<file path="src/rtl/sprite_blit.sv">
// sprite_blit: XOR sprite blitter and screen clearer for a 1-bpp frame buffer.
// Sprite rows (8 or 16 pixels) are fetched from memory, shifted to the pixel
// x position and XORed into the screen with read/write pairs; a clear fills
// the frame buffer with zero bytes. Erasing a set pixel raises collision_o.
module sprite_blit #(
    parameter logic [15:0] SCREEN_START = 16'h0100,
    parameter int          SCREEN_W     = 64,
    parameter int          SCREEN_H     = 32,
    parameter int          WRAP         = 0
) (
    input  logic        clk_i,
    input  logic        reset_i,
    input  logic        draw_i,
    input  logic        clear_i,
    input  logic        wide_i,
    input  logic [15:0] addr_i,
    input  logic [3:0]  lines_i,
    input  logic [7:0]  x_i,
    input  logic [7:0]  y_i,
    output logic        ready_o,
    output logic        collision_o,
    output logic        mem_read_o,
    output logic        mem_write_o,
    output logic [15:0] mem_addr_o,
    output logic [7:0]  mem_write_byte_o,
    input  logic [7:0]  mem_read_byte_i
);

    localparam int          COLS     = SCREEN_W / 8;
    localparam logic [7:0]  COLS_L   = 8'(COLS);
    localparam logic [7:0]  ROWS_L   = 8'(SCREEN_H);
    localparam logic [15:0] CLR_LAST = 16'((SCREEN_W * SCREEN_H / 8) - 1);

    typedef enum logic [2:0] {
        IDLE     = 3'd0,
        FETCH    = 3'd1,
        LOAD     = 3'd2,
        STORE    = 3'd3,
        NEXT_ROW = 3'd4,
        CLEAR    = 3'd5
    } state_t;

    state_t      state_q;
    logic [15:0] addr_q;       // next sprite byte address
    logic        wide_q;
    logic        first_q;      // first of the two fetches of a wide row pending
    logic [4:0]  rows_q;       // rows still to draw
    logic [7:0]  row_q;        // current screen row
    logic [7:0]  col0_q;       // column of the leftmost touched byte
    logic [7:0]  col_q;        // column of the byte being accessed
    logic [2:0]  shift_q;      // x mod 8
    logic [1:0]  byte_idx_q;   // index of the byte within the shifted row
    logic [15:0] sprite_q;     // fetched row; narrow rows live in [7:0]
    logic [15:0] clr_cnt_q;
    logic        collision_q;
    logic        mem_read_q;
    logic        mem_write_q;
    logic [15:0] mem_addr_q;

    logic [23:0] pat_d;
    logic [7:0]  byte_d;
    logic [1:0]  last_idx_d;
    logic        last_byte_d;
    logic [7:0]  ncol_d;
    logic        ncol_ok_d;
    logic [7:0]  nrow_d;
    logic        nrow_ok_d;
    logic [4:0]  rows_init_d;
    logic [7:0]  xm_d;
    logic [7:0]  ym_d;

    // Screen byte address for a row/column pair, 16-bit wrap-around arithmetic.
    function automatic logic [15:0] scr_addr(input logic [7:0] row, input logic [7:0] col);
        scr_addr = SCREEN_START + (16'(row) * 16'(COLS)) + 16'(col);
    endfunction

    // Shifted sprite row and the screen byte selected by byte_idx_q.
    always_comb begin
        if (wide_q) begin
            pat_d      = {sprite_q, 8'h00} >> shift_q;
            last_idx_d = (shift_q != 3'd0) ? 2'd2 : 2'd1;
        end else begin
            pat_d      = {sprite_q[7:0], 16'h0000} >> shift_q;
            last_idx_d = (shift_q != 3'd0) ? 2'd1 : 2'd0;
        end
        case (byte_idx_q)
            2'd0:    byte_d = pat_d[23:16];
            2'd1:    byte_d = pat_d[15:8];
            2'd2:    byte_d = pat_d[7:0];
            default: byte_d = 8'h00;
        endcase
        last_byte_d = (byte_idx_q == last_idx_d);
    end

    // Next column / next row with clipping or wrap-around.
    always_comb begin
        if (WRAP != 0) begin
            ncol_d    = (col_q == (COLS_L - 8'd1)) ? 8'd0 : (col_q + 8'd1);
            ncol_ok_d = 1'b1;
            nrow_d    = (row_q == (ROWS_L - 8'd1)) ? 8'd0 : (row_q + 8'd1);
            nrow_ok_d = 1'b1;
        end else begin
            ncol_d    = col_q + 8'd1;
            ncol_ok_d = (ncol_d < COLS_L);
            nrow_d    = row_q + 8'd1;
            nrow_ok_d = (nrow_d < ROWS_L);
        end
    end

    // Values latched when a draw is accepted.
    always_comb begin
        xm_d = 8'(32'(x_i) % SCREEN_W);
        ym_d = 8'(32'(y_i) % SCREEN_H);
        if (lines_i != 4'd0) begin
            rows_init_d = {1'b0, lines_i};
        end else if (wide_i) begin
            rows_init_d = 5'd16;
        end else begin
            rows_init_d = 5'd0;
        end
    end

    // Write data is the screen byte just read XOR the sprite bits; zero otherwise.
    always_comb begin
        if (mem_write_q && (state_q == STORE)) begin
            mem_write_byte_o = mem_read_byte_i ^ byte_d;
        end else begin
            mem_write_byte_o = 8'h00;
        end
    end

    // Control FSM; memory strobes and address are registered and default to zero.
    always_ff @(posedge clk_i or posedge reset_i) begin
        if (reset_i) begin
            state_q     <= IDLE;
            addr_q      <= 16'h0000;
            wide_q      <= 1'b0;
            first_q     <= 1'b0;
            rows_q      <= 5'd0;
            row_q       <= 8'd0;
            col0_q      <= 8'd0;
            col_q       <= 8'd0;
            shift_q     <= 3'd0;
            byte_idx_q  <= 2'd0;
            sprite_q    <= 16'h0000;
            clr_cnt_q   <= 16'h0000;
            collision_q <= 1'b0;
            mem_read_q  <= 1'b0;
            mem_write_q <= 1'b0;
            mem_addr_q  <= 16'h0000;
        end else begin
            mem_read_q  <= 1'b0;
            mem_write_q <= 1'b0;
            mem_addr_q  <= 16'h0000;
            case (state_q)
                IDLE: begin
                    if (clear_i) begin
                        state_q     <= CLEAR;
                        collision_q <= 1'b0;
                        clr_cnt_q   <= 16'h0000;
                        mem_write_q <= 1'b1;
                        mem_addr_q  <= SCREEN_START;
                    end else if (draw_i) begin
                        collision_q <= 1'b0;
                        addr_q      <= addr_i;
                        wide_q      <= wide_i;
                        first_q     <= 1'b1;
                        rows_q      <= rows_init_d;
                        row_q       <= ym_d;
                        col0_q      <= {3'b000, xm_d[7:3]};
                        col_q       <= {3'b000, xm_d[7:3]};
                        shift_q     <= x_i[2:0];
                        byte_idx_q  <= 2'd0;
                        if (rows_init_d == 5'd0) begin
                            state_q <= NEXT_ROW;
                        end else begin
                            state_q    <= FETCH;
                            mem_read_q <= 1'b1;
                            mem_addr_q <= addr_i;
                        end
                    end else begin
                        state_q <= IDLE;
                    end
                end
                FETCH: begin
                    // The capture cycle of the last fetch also reads the first screen byte.
                    state_q <= LOAD;
                    addr_q  <= addr_q + 16'd1;
                    if (!wide_q || !first_q) begin
                        mem_read_q <= 1'b1;
                        mem_addr_q <= scr_addr(row_q, col0_q);
                        col_q      <= col0_q;
                        byte_idx_q <= 2'd0;
                    end else begin
                        mem_read_q <= 1'b0;
                    end
                end
                LOAD: begin
                    sprite_q <= {sprite_q[7:0], mem_read_byte_i};
                    if (wide_q && first_q) begin
                        first_q    <= 1'b0;
                        state_q    <= FETCH;
                        mem_read_q <= 1'b1;
                        mem_addr_q <= addr_q;
                    end else begin
                        state_q     <= STORE;
                        mem_write_q <= 1'b1;
                        mem_addr_q  <= mem_addr_q;
                    end
                end
                STORE: begin
                    if (mem_write_q) begin
                        if ((mem_read_byte_i & byte_d) != 8'h00) begin
                            collision_q <= 1'b1;
                        end else begin
                            collision_q <= collision_q;
                        end
                        if (!last_byte_d && ncol_ok_d) begin
                            col_q      <= ncol_d;
                            byte_idx_q <= byte_idx_q + 2'd1;
                            mem_read_q <= 1'b1;
                            mem_addr_q <= scr_addr(row_q, ncol_d);
                        end else begin
                            state_q <= NEXT_ROW;
                        end
                    end else begin
                        mem_write_q <= 1'b1;
                        mem_addr_q  <= mem_addr_q;
                    end
                end
                NEXT_ROW: begin
                    if ((rows_q <= 5'd1) || !nrow_ok_d) begin
                        rows_q  <= 5'd0;
                        state_q <= IDLE;
                    end else begin
                        rows_q     <= rows_q - 5'd1;
                        row_q      <= nrow_d;
                        first_q    <= 1'b1;
                        state_q    <= FETCH;
                        mem_read_q <= 1'b1;
                        mem_addr_q <= addr_q;
                    end
                end
                CLEAR: begin
                    if (clr_cnt_q == CLR_LAST) begin
                        clr_cnt_q <= 16'h0000;
                        state_q   <= IDLE;
                    end else begin
                        clr_cnt_q   <= clr_cnt_q + 16'd1;
                        mem_write_q <= 1'b1;
                        mem_addr_q  <= SCREEN_START + clr_cnt_q + 16'd1;
                    end
                end
                default: begin
                    state_q <= IDLE;
                end
            endcase
        end
    end

    assign ready_o     = (state_q == IDLE);
    assign collision_o = collision_q;
    assign mem_read_o  = mem_read_q;
    assign mem_write_o = mem_write_q;
    assign mem_addr_o  = mem_addr_q;

endmodule
</file>
<file path="config.mk">
export PLATFORM = sky130hd
export DESIGN_NAME = sprite_blit
export DESIGN_NICKNAME = d
export VERILOG_FILES = /design/src/rtl/sprite_blit.sv
export SDC_FILE = /design/constraint.sdc
export NUM_CORES = 1
export LEC_CHECK = 0
export BUFFER_PORTS_ARGS = -buffer_cell sky130_fd_sc_hd__buf_2
export CAP_MARGIN = 15
export CORE_AREA = 3 3 84 165
export CTS_CLUSTER_DIAMETER = 150
export DETAILED_ROUTE_END_ITERATION = 12
export DIE_AREA = 0 0 87 168
export PLACE_DENSITY_LB_ADDON = 0.2
export REMOVE_ABC_BUFFERS = 1
export SYNTH_ARGS = -nofsm -noshare
export SYNTH_HDL_FRONTEND = slang
export SYNTH_SLANG_ARGS = --single-unit
</file>
<file path="constraint.sdc">
create_clock -name clk_i -period 9.95 [get_ports clk_i]
set_clock_uncertainty 0.2 [all_clocks]
set_input_delay 1.99 -clock clk_i [delete_from_list [all_inputs] [get_ports clk_i]]
set_output_delay 1.99 -clock clk_i [all_outputs]
set_load 0.05 [all_outputs]
</file>
==> flow_summary.json <==
{
  "cp_data_arrival_time_ns": 3.10,
  "grt_usage_pct": 30.2,
  "synthAdderAreaFrac_pct": 5.15,
  "drive_above_1_share_pct": 17.1,
  "ios": 77,
  "nNetsFinal": 912,
  "routabilityCongestion": 0.954,
  "p_int_uw": 649,
  "initial_utilization_pct": 54.7,
  "drc": 0,
  "routed-via-count": 6525,
  "slowest_delay_ns": 0.46,
  "fin_crit_ns": 5.29,
  "reg2reg_depth": 7,
  "synthMuxAreaShare_pct": 7.75,
  "cts_buffers": 9,
  "end_kind": "primary output",
  "worst_slew_pin_slew_ns": 1.15,
  "drtAntennaViolNets": 0,
  "clock.fmax_mhz": 189,
  "p_leak_nw": 3.44,
  "p_per_area_nw_per_um2": 111,
  "period_share_pct": 53.2,
  "cts_resized": 0,
  "dieArea_um2": 14600,
  "worst-path-buf-inv": 2,
  "cts_buffer_depth": 2,
  "p_total_uw": 852,
  "power.switching_uw": 203,
  "status": "finished, final reports clean",
  "ys_seq_elements": 101,
  "cts_sinks": 101,
  "ir_worst_vdd_mv": 0.0893,
  "wl_per_cell_um": 21.6,
  "comb_power_share_pct": 6.7,
  "synthXorXnorAreaFrac_pct": 3.78,
  "fillers": 1136,
  "clock-root-buffer": "clkbuf_16",
  "synth_compound_area_share_pct": 23.0,
  "pwr-share-seq_pct": 49.5,
  "via_per_inst": 6.59,
  "yosys_warnings": 0,
  "die_height_um": 168,
  "swShare_pct": 23.8,
  "htreeDepth": 3,
  "drt_wl_total_um": 21400,
  "cp_max_fo": 22,
  "port_buffers": 71,
  "postCtsHoldBufs": 0,
  "postCtsSetupBuffers": 0,
  "r2r_start": "row_q[0]$_DFFE_PP0P_",
  "syn_area_per_cell_um2": 8.77,
  "yosys.area_share.simple_pct": 20.0,
  "ys_dominant_reg_cell": "dfrtp_1",
  "drt-initial-drc-count": 399,
  "finalSetupViolations": 0,
  "cp_common_cell": "mux2i_1",
  "cpMaxStageDelayCell": "mux2i_1",
  "ys_types": 70,
  "grt_pass1_wl_um": 34500,
  "cts.clk_slew.worst_paths_ns": 0.06,
  "slew_violations": 0,
  "ff2ff_setup_slack_ns": 6.41,
  "worst_slack_ns": 4.66,
  "post_synth_inst_count": 792,
  "num_rows": 58,
  "hp-class": "flop to flop",
  "grt_max_degree": 67,
  "fp.dieW_um": 87,
  "cp-endpoint": "mem_write_byte_o[5]",
  "antenna_found_initial": 0,
  "critical_path.startpoint_type": "flop",
  "drt-pass1-iter-count": 8,
  "tritoncts": "built",
  "async_flop_share_pct": 100,
  "fin_setup_tns_ns": 0,
  "core-area_um2": 12700,
  "drv_cap": 0,
  "grt_pass1_vias": 6786,
  "yosysSeqAreaShare_pct": 36.4,
  "hold_violations": 0,
  "critical_path_cell_count": 9,
  "worstPathRequired_ns": 7.76,
  "clock_power_share_pct": 43.8,
  "crit_chain": "buf_4, mux2i_1, mux2i_1, mux2_2, a221oi_1, a211oi_1, ha_1, and2_1, buf_2",
  "cp_top_family": "multiplexers",
  "reg2reg_to": "mem_addr_o[0]$_DFFE_PP0P_",
  "yosysTopAreaCellShare_pct": 36.4,
  "hpwlAfterDp_um": 16300,
  "clk_latency_ns": 0.35,
  "slew_headroom_pct": 22.9,
  "synth_edf_count": 0,
  "synth_area_leaders": "dfrtp_1 (36%), nand2_1 (7.0%), ha_1 (4.9%)",
  "yosysTopAreaCell": "dfrtp_1",
  "synth_top_family_by_area": "compound AO/OA/AOI/OAI gates",
  "synthToLayoutAreaGrowth_pct": 10.7,
  "startpoint": "wide_q$_DFFE_PP0P_",
  "n_antenna_cell": 0,
  "path_class": "flop to primary output",
  "rsz0062_at_grt": "false",
  "grt-ovfl-total": 0,
  "syn_area_um2": 6950,
  "pre_cts_ws_ns": 5.01
}
==> metal layers <==
metal | wire (µm) | vias to the layer above | global-route usage, %
li1 | - | 3014 | -
met2 | 11800 | 216 | 54.0
met4 | 1470 | 0 | 21.5
met5 | 0 | - | 0
met1 | 7240 | 3221 | 31.0
met3 | 897 | 74 | 3.97
==> per-stage QoR <==
| step | utilization [%] | std cells | cell area, µm² | hold WS, ns |
|---|---|---|---|---|
| after floorplan | - | 742 | 6740 | 0.246 |
| after CTS | 60.5 | 989 | 7680 | 0.293 |
| after detailed placement | 58.0 | 973 | 7370 | 0.277 |
| after global placement | 58.0 | 973 | 7370 | 0.266 |
| after global routing | 60.5 | 990 | 7690 | 0.325 |
| final | 60.5 | 990 | 7690 | 0.292 |
==> synthesized netlist by cell type (4+ instances only) <==
master,instances
a222oi_1,12
xor2_1,12
a31oi_1,11
xnor2_1,18
nor4_1,6
and2_1,14
clkbuf_1,39
nor2_1,39
buf_2,8
and4_1,4
nand2b_1,5
or3_1,4
o21ai_0,59
a21oi_1,50
a22oi_1,5
mux2_2,16
nor2b_1,7
mux2i_1,17
a211oi_1,12
nand3_1,28
or2_2,4
a32oi_1,4
inv_1,17
a2bb2oi_1,4
nor3b_1,5
and2_2,5
a21o_1,11
nand4_1,8
a221oi_1,8
nand2_1,129
mux4_2,7
o31ai_1,9
nor3_1,8
and3_1,15
o22ai_1,10
a221o_1,5
ha_1,27
dfrtp_1,101
==> power by group through the flow <==
| stage | sequential (mW) | clock (mW) | combinational [mW] |
|---|---|---|---|
| 2_1_floorplan | 0.429 | 0 | 0.0320 |
| 3_3_place_gp | 0.429 | 0 | 0.0551 |
| 3_5_place_dp | 0.430 | 0 | 0.0572 |
| 4_1_cts | 0.422 | 0.379 | 0.0574 |
| 5_1_grt | 0.423 | 0.396 | 0.0636 |
| 6_report | 0.422 | 0.373 | 0.0569 |
==> worst reg2reg max path, delay by kind of cell, from the launching register on <==
| family | cells | cell delay (ns) |
|---|---|---|
| flip-flops | 1 | 0.59 |
| AND/OR/NAND/NOR | 3 | 1.16 |
| adder cells (fa/ha/maj) | 1 | 0.30 |
| AO/OA/AOI/OAI | 3 | 1.21 |
==> area by class of cell <==
class | instances | area (µm²) | share of cell area [%]
multi-input cells | 624 | 4160 | 54.1
flip-flops and latches | 101 | 2530 | 32.9
repair buffers | 82 | 438 | 5.70
clock buffers | 12 | 256 | 3.34
well taps | 150 | 188 | 2.44
inverters | 17 | 66.3 | 0.862
clock inverters | 4 | 55.1 | 0.716
==> state kept, by name, summed over array words and instances, names as in the netlist <==
signal	flops
addr_q	16
clr_cnt_q	16
mem_addr_o	16
sprite_q	16
col_q	8
row_q	8
rows_q	5
col0_q	3
shift_q	3
state_q	3
byte_idx_q	2
collision_o	1
first_q	1
mem_read_o	1
mem_write_o	1
wide_q	1
==> worst min path at each step <==
stage                          startpoint                         end  cells after the start
2_1_floorplan     sprite_q[8]$_DFFE_PP0P_     sprite_q[8]$_DFFE_PP0P_                      2
3_3_place_gp      sprite_q[8]$_DFFE_PP0P_     sprite_q[8]$_DFFE_PP0P_                      2
3_5_place_dp   mem_addr_o[13]$_DFFE_PP0P_  mem_addr_o[13]$_DFFE_PP0P_                      2
4_1_cts           collision_o$_DFFE_PP0P_     collision_o$_DFFE_PP0P_                      1
5_1_grt           collision_o$_DFFE_PP0P_     collision_o$_DFFE_PP0P_                      1
6_report          collision_o$_DFFE_PP0P_     collision_o$_DFFE_PP0P_                      1
==> cell usage in the layout, fill, tap and decap left out, types with 17 or more instances in the layout <==
cell / n
o21ai_0: 58
mux2i_1: 17
nand2_1: 129
xnor2_1: 18
buf_2: 71
a21oi_1: 50
ha_1: 27
dfrtp_1: 101
nand3_1: 28
nor2_1: 39
==> logic make-up (layout without fill, tap and decap cells) <==
group | count (synthesis) | after routing
compound gates | 235 | 235
xor+xnor | 30 | 30
fa+ha+maj | 28 | 28
buf+inv | 67 | 115
flops | 101 | 101
mux | 42 | 42
simple gates | 289 | 289
No activity file was read; power rests on OpenSTA's default activity.
